File: config.mk
export PLATFORM = sky130hd
export DESIGN_NAME = rvtu_mem_arb_flat
export DESIGN_NICKNAME = d
export VERILOG_FILES = /design/src/rtl/rvtu_mem_arb_pkg.sv /design/src/rtl/rvtu_mem_arb_if.sv /design/src/rtl/rvtu_rr_pick.sv /design/src/rtl/rvtu_mem_arb.sv /design/src/flat_wrapper.sv
export SDC_FILE = /design/constraint.sdc
export NUM_CORES = 1
export LEC_CHECK = 0
export ABC_AREA = 0
export BUFFER_PORTS_ARGS = -buffer_cell sky130_fd_sc_hd__buf_2
export CAP_MARGIN = 25
export CORE_ASPECT_RATIO = 0.5
export CORE_MARGIN = 10
export CORE_UTILIZATION = 48
export DETAILED_ROUTE_END_ITERATION = 10
export GPL_TIMING_DRIVEN = 0
export PLACE_DENSITY = 0.9
export SLEW_MARGIN = 5
export SYNTH_ARGS = -nofsm -noshare
export SYNTH_HDL_FRONTEND = slang
export SYNTH_HIERARCHICAL = 1
export SYNTH_SLANG_ARGS = --single-unit
File: constraint.sdc
create_clock -name clk -period 3.2 [get_ports clk]
set_clock_uncertainty 0.2 [all_clocks]
set_input_delay 0.8 -clock clk [delete_from_list [all_inputs] [get_ports clk]]
set_output_delay 0.8 -clock clk [all_outputs]
set_load 0.01 [all_outputs]
File: src/rtl/rvtu_mem_arb_pkg.sv
`default_nettype none
// ============================================================================
// Module      : rvtu_mem_arb_pkg
// Description : Shared types for the rvtu memory-port arbiter.
// Revision    : 1.0 - initial release
// ============================================================================
package rvtu_mem_arb_pkg;

    localparam int unsigned MEM_AW = 32;
    localparam int unsigned MEM_DW = 32;
    localparam int unsigned MEM_SW = 4;

    typedef struct packed {
        logic [MEM_AW-1:0] addr;
        logic              rd;
        logic [MEM_SW-1:0] wr;
        logic [MEM_DW-1:0] wdata;
    } memReq_t;

    typedef enum logic [0:0] {
        ARB_IDLE = 1'b0,
        ARB_BUSY = 1'b1
    } arbState_t;

endpackage
`default_nettype wire

File: src/rtl/rvtu_mem_arb_if.sv
`default_nettype none
// ============================================================================
// Module      : rvtu_mem_arb_if
// Description : Requester-side and memory-side bus of the rvtu memory arbiter.
// Revision    : 1.0 - initial release
// ============================================================================
interface rvtu_mem_arb_if #(
    parameter int NREQ = 2
);
    localparam int IDXW = (NREQ > 1) ? $clog2(NREQ) : 1;

    logic [NREQ-1:0][31:0] req_maddr;
    logic [NREQ-1:0]       req_mrd;
    logic [NREQ-1:0][3:0]  req_mwr;
    logic [NREQ-1:0][31:0] req_mwdata;
    logic [NREQ-1:0]       req_mresp;
    logic [31:0]           req_mrdata;

    logic [31:0]           maddr;
    logic                  mrd;
    logic [3:0]            mwr;
    logic [31:0]           mwdata;
    logic                  mresp;
    logic [31:0]           mrdata;

    logic                  quiesce;
    logic                  idle;
    logic [IDXW-1:0]       gnt_idx;

    // Arbiter view
    modport slave (
        input  req_maddr, req_mrd, req_mwr, req_mwdata, mresp, mrdata, quiesce,
        output req_mresp, req_mrdata, maddr, mrd, mwr, mwdata, idle, gnt_idx
    );

    // Environment view: requesters plus memory model
    modport master (
        output req_maddr, req_mrd, req_mwr, req_mwdata, mresp, mrdata, quiesce,
        input  req_mresp, req_mrdata, maddr, mrd, mwr, mwdata, idle, gnt_idx
    );

endinterface
`default_nettype wire

File: src/rtl/rvtu_rr_pick.sv
`default_nettype none
// ============================================================================
// Module      : rvtu_rr_pick
// Description : Combinational round-robin picker: first request at/after ptr.
// Revision    : 1.0 - initial release
// ============================================================================
module rvtu_rr_pick #(
    parameter int NREQ = 2
) (
    input  wire logic [NREQ-1:0]                          req_i,
    input  wire logic [((NREQ > 1) ? $clog2(NREQ) : 1)-1:0] ptr_i,
    output logic                                          valid_o,
    output logic [((NREQ > 1) ? $clog2(NREQ) : 1)-1:0]    idx_o
);
    localparam int IDXW = (NREQ > 1) ? $clog2(NREQ) : 1;

    logic [IDXW-1:0] w_cand;

    // Scan from the farthest offset down so the nearest requester wins.
    always_comb begin
        valid_o = |req_i;
        idx_o   = '0;
        w_cand  = '0;
        for (int k = NREQ - 1; k >= 0; k--) begin
            w_cand = IDXW'((int'(ptr_i) + k) % NREQ);
            if (req_i[w_cand]) begin
                idx_o = w_cand;
            end
        end
    end

endmodule
`default_nettype wire

File: src/rtl/rvtu_mem_arb.sv
`default_nettype none
// ============================================================================
// Module      : rvtu_mem_arb
// Description : Round-robin arbiter sharing one memory port among NREQ rvtu
//               requesters, one outstanding transaction at a time.
// Revision    : 1.0 - initial release
// ============================================================================
module rvtu_mem_arb #(
    parameter int NREQ = 2
) (
    input  wire logic     clk,
    input  wire logic     rst,
    rvtu_mem_arb_if.slave bus
);
    import rvtu_mem_arb_pkg::*;

    localparam int IDXW = (NREQ > 1) ? $clog2(NREQ) : 1;

    arbState_t       state_q, state_d;
    memReq_t         latch_q, latch_d;
    logic [IDXW-1:0] gnt_q,   gnt_d;
    logic [IDXW-1:0] ptr_q,   ptr_d;
    logic [31:0]     rdata_q, rdata_d;

    logic [NREQ-1:0] w_req;
    logic            w_pick_valid;
    logic [IDXW-1:0] w_pick_idx;
    logic [NREQ-1:0] w_resp;
    logic            w_done;

    for (genvar i = 0; i < NREQ; i++) begin : g_req
        assign w_req[i] = bus.req_mrd[i] | (|bus.req_mwr[i]);
    end

    rvtu_rr_pick #(
        .NREQ (NREQ)
    ) u_pick (
        .req_i   (w_req),
        .ptr_i   (ptr_q),
        .valid_o (w_pick_valid),
        .idx_o   (w_pick_idx)
    );

    assign w_done = (state_q == ARB_BUSY) && bus.mresp;

    always_ff @(posedge clk) begin
        if (rst) begin
            state_q <= ARB_IDLE;
            latch_q <= '0;
            gnt_q   <= '0;
            ptr_q   <= '0;
            rdata_q <= '0;
        end else begin
            state_q <= state_d;
            latch_q <= latch_d;
            gnt_q   <= gnt_d;
            ptr_q   <= ptr_d;
            rdata_q <= rdata_d;
        end
    end

    always_comb begin
        state_d = state_q;
        latch_d = latch_q;
        gnt_d   = gnt_q;
        ptr_d   = ptr_q;
        rdata_d = rdata_q;
        w_resp  = '0;
        unique case (state_q)
            ARB_IDLE: begin
                if (!bus.quiesce && w_pick_valid) begin
                    latch_d.addr  = {bus.req_maddr[w_pick_idx][31:2], 2'b00};
                    latch_d.rd    = bus.req_mrd[w_pick_idx];
                    // A combined read+write is demoted to a plain read.
                    latch_d.wr    = bus.req_mrd[w_pick_idx] ? 4'b0000
                                                            : bus.req_mwr[w_pick_idx];
                    latch_d.wdata = bus.req_mwdata[w_pick_idx];
                    gnt_d         = w_pick_idx;
                    state_d       = ARB_BUSY;
                end
            end
            ARB_BUSY: begin
                if (bus.mresp) begin
                    w_resp[gnt_q] = 1'b1;
                    rdata_d       = bus.mrdata;
                    ptr_d         = (gnt_q == IDXW'(NREQ - 1)) ? '0 : gnt_q + 1'b1;
                    state_d       = ARB_IDLE;
                end
            end
            default: state_d = ARB_IDLE;
        endcase
    end

    assign bus.maddr      = latch_q.addr;
    assign bus.mwdata     = latch_q.wdata;
    assign bus.mrd        = (state_q == ARB_BUSY) & latch_q.rd;
    assign bus.mwr        = (state_q == ARB_BUSY) ? latch_q.wr : 4'b0000;
    assign bus.req_mresp  = w_resp;
    assign bus.req_mrdata = w_done ? bus.mrdata : rdata_q;
    assign bus.idle       = (state_q == ARB_IDLE);
    assign bus.gnt_idx    = gnt_q;

endmodule
`default_nettype wire

File: src/flat_wrapper.sv
// flat-port wrapper written by rule: the top's interface ports become plain ports
module rvtu_mem_arb_flat import rvtu_mem_arb_pkg::*;
#(
    parameter int NREQ = 2
)
  (clk, rst, bus_req_maddr, bus_req_mrd, bus_req_mwr, bus_req_mwdata, bus_mresp, bus_mrdata, bus_quiesce, bus_req_mresp, bus_req_mrdata, bus_maddr, bus_mrd, bus_mwr, bus_mwdata, bus_idle, bus_gnt_idx);
  rvtu_mem_arb_if #(.NREQ(NREQ)) bus_i ();
  input  wire logic clk;
  input  wire logic rst;
  input wire logic [$bits(bus_i.req_maddr)-1:0] bus_req_maddr;
  input wire logic [$bits(bus_i.req_mrd)-1:0] bus_req_mrd;
  input wire logic [$bits(bus_i.req_mwr)-1:0] bus_req_mwr;
  input wire logic [$bits(bus_i.req_mwdata)-1:0] bus_req_mwdata;
  input wire logic [$bits(bus_i.mresp)-1:0] bus_mresp;
  input wire logic [$bits(bus_i.mrdata)-1:0] bus_mrdata;
  input wire logic [$bits(bus_i.quiesce)-1:0] bus_quiesce;
  output wire logic [$bits(bus_i.req_mresp)-1:0] bus_req_mresp;
  output wire logic [$bits(bus_i.req_mrdata)-1:0] bus_req_mrdata;
  output wire logic [$bits(bus_i.maddr)-1:0] bus_maddr;
  output wire logic [$bits(bus_i.mrd)-1:0] bus_mrd;
  output wire logic [$bits(bus_i.mwr)-1:0] bus_mwr;
  output wire logic [$bits(bus_i.mwdata)-1:0] bus_mwdata;
  output wire logic [$bits(bus_i.idle)-1:0] bus_idle;
  output wire logic [$bits(bus_i.gnt_idx)-1:0] bus_gnt_idx;
  assign bus_i.req_maddr = bus_req_maddr;
  assign bus_i.req_mrd = bus_req_mrd;
  assign bus_i.req_mwr = bus_req_mwr;
  assign bus_i.req_mwdata = bus_req_mwdata;
  assign bus_i.mresp = bus_mresp;
  assign bus_i.mrdata = bus_mrdata;
  assign bus_i.quiesce = bus_quiesce;
  assign bus_req_mresp = bus_i.req_mresp;
  assign bus_req_mrdata = bus_i.req_mrdata;
  assign bus_maddr = bus_i.maddr;
  assign bus_mrd = bus_i.mrd;
  assign bus_mwr = bus_i.mwr;
  assign bus_mwdata = bus_i.mwdata;
  assign bus_idle = bus_i.idle;
  assign bus_gnt_idx = bus_i.gnt_idx;
  rvtu_mem_arb #(.NREQ(NREQ)) u_core (.clk(clk), .rst(rst), .bus(bus_i));
endmodule
==> results.yml <==
sta:
  rsz0062_at_grt: "false"
  fin_hold_ws_ns: 0.278
  setup_violations: 0
  fmax_mhz: 368
  hold_viol_final: 0
  final_max_slew_viol_count: 0
  fin_crit_sh_pct: 84.8
  fin_setup_tns_ns: 0
  fin_crit_ns: 2.71
  setup_ws_ns: 0.486
worst_setup_path:
  regToRegSetupSlack_ns: 1.30
  crit_buf_inv: 3
  cp.arrival_ns: 1.71
  timing.rr.start: "u_core/ptr_q"
  r2r-end: "u_core/bus.maddr[23]"
  r2r_cells: 7
  worstPathMaxFanout: 10
  cpPeakStageDelay_ns: 0.32
  endpoint_kind: "output port"
  worst-endpoint-required_ns: 2.20
  path_cells: "buf_2 > nand2_4 > buf_6 > mux2_4 > buf_2"
  slowest_stage: "mux2_4"
  cpMostUsedCell: "buf_2"
  critPathLaunchType: "input pin"
  crit_type: "in2out"
  path_delay_family: "buffers and inverters"
floorplanning:
  die_x_um: 164
  core_um2: 10200
  ioPinCount: 279
  die_area_um2: 15100
  die_h_um: 92.1
  num_rows: 26
  initial_core_util_pct: 49.0
clocking:
  root_buffer: "clkbuf_16"
  h-tree-depth: 3
  clock_latency_ns: 0.34
  tritoncts: "built"
  postCtsResizedCells: 0
  postCtsSetupBuffers: 0
  cts_sinks: 102
  clk_pin_slew_ns: 0.07
  cts_hold_buf: 0
  cts_max_path_buffers: 2
  cts_buffers: 9
layout:
  nNetsFinal: 954
  syn_to_final_growth_pct: 36.5
  layout_commonest_cell: "buf_2"
  final_cell_mix: "buf_2, dfxtp_1, buf_4"
  drive_gt1_share_pct: 52.1
  diodes: 0
outcome:
  outcome: "completed"
global_route:
  track_usage_pct: 19.6
  grt_pass1_wl_mm: 23.9
  grt_pass1_vias: 4760
  antenna_found_initial: 0
  grt-ovfl-total: 0
  grt_max_degree: 20
worst_hold_path:
  hold_path_depth: 2
  holdCritPathClass: "reg2reg"
  min-delay-start: "u_core/latch_q[32]"
  whs_endpoint: "u_core/latch_q[32]"
yosys:
  netlist_area_um2: 4990
  ys_seq_area_share_pct: 41.0
  yosysWarnings: 6
  synth_seq_cells: 102
  synth-edff-count: 0
  synth_cells: 497
  ys_async_sr_fraction_pct: 0
  synth_ff_type: "dfxtp_1"
  synth_cell_type_count: 25
  syn_avg_cell_area_um2: 10.0
routing:
  drt-total-wl_mm: 15.6
  num_vias: 4393
  vias_per_cell: 4.75
  wire_per_inst_um: 16.8
  first_pass_iters: 6
  drt_iter0_markers: 191
  antenna_left: 0
  drc_errors: 0
power_and_ir_drop:
  p_leak_nw: 3.45
  p_per_area_nw_per_um2: 464
  ir_worst_vdd_uv: 286
placement:
  io_buffer_count: 271
  gp_congestion: 0.855
  hpwl_mm: 13.0
  dp_slack_ns: 0.480
job:
  drv_cap: 0
==> state kept, by name, indices dropped and copies added (netlist names) <==
name	flops
u_core/bus.mwdata	32
u_core/rdata_q	32
u_core/bus.maddr	30
u_core/latch_q	5
u_core/bus.gnt_idx	1
u_core/ptr_q	1
u_core/state_q	1
==> worst reg2reg max path, stage by stage, from the launching register on <==
cell and delay [ns]:
dfxtp_1 0.34, inv_1 0.04, a21boi_1 0.14, buf_2 0.19, buf_4 0.23, buf_4 0.25, mux2i_1 0.12, a211oi_1 0.29
==> cell families (layout without fill, tap and decap cells) <==
| logic type | Yosys count | after routing | synth area share, % |
|---|---|---|---|
| and+or+nand+nor | 118 | 118 | 11.3 |
| buffers and inverters | 105 | 392 | 14.0 |
| DFF | 102 | 102 | 41.0 |
| muxes | 100 | 100 | 23.1 |
| AOI/OAI and AO/OA | 71 | 71 | 10.6 |
| other | 1 | 2 | 0.0752 |
==> per-layer routing <==
layer  global-route usage [%]  routed length [um]
met1                     19.4                5620
met2                     38.4                8620
met5                        0                   0
met4                     5.40                 285
met3                     6.16                1050
==> report_power, final <==
group          switching [mW]  internal (mW)  total [mW]
sequential             0.0421           1.36        1.40
combinational           0.335          0.373       0.708
clock                   0.509          0.544        1.05
==> worst max path at each step <==
stage                        start                   end  cells past startpoint
floorplan                bus_mresp    bus_req_mrdata[10]                      3
global placement         bus_mresp    bus_req_mrdata[19]                      5
detailed placement  bus_req_mrd[0]  u_core/bus.maddr[23]                      9
CTS                      bus_mresp    bus_req_mrdata[24]                      5
global route        u_core/state_q    bus_req_mrdata[24]                      5
finish                   bus_mresp    bus_req_mrdata[24]                      5
==> area by class of cell <==
cell class / instances / area (um^2)
Fill cell: 838 / 3370
Multi-Input combinational cell: 291 / 2250
Sequential cell: 102 / 2040
Timing Repair Buffer: 271 / 1360
Buffer: 101 / 683
Clock buffer: 9 / 225
Tap cell: 140 / 175
Clock inverter: 7 / 61.3
Inverter: 4 / 15.0
==> through the flow <==
| stage | total power, mW | utilization (%) | std cells | area, um^2 |
|---|---|---|---|---|
| finish | 3.16 | 66.9 | 925 | 6810 |
| global route | 3.33 | 66.9 | 925 | 6810 |
| CTS | 3.19 | 66.9 | 925 | 6810 |
| detailed placement | 2.14 | 64.0 | 909 | 6520 |
| global placement | 2.12 | 64.0 | 909 | 6520 |
| floorplan | 1.86 | - | 498 | 4990 |
==> cells in the mapped netlist (2+ instances only) <==
library cell  number  area share, %
mux2i_1           68             14
nand2_1            7           0.53
mux2_4            29            8.7
clkbuf_1          13           0.98
buf_2             15            1.5
a21oi_1            3           0.30
inv_1              3           0.23
a211oi_1          62            9.3
nor3_1             2           0.20
o32ai_1            4           0.70
and2_1            37            4.6
nor2_1            67            5.0
buf_6              3           0.68
dfxtp_1          102             41
mux2_2             3           0.68
buf_4             70             11
Power figures use the tool's default switching activity.
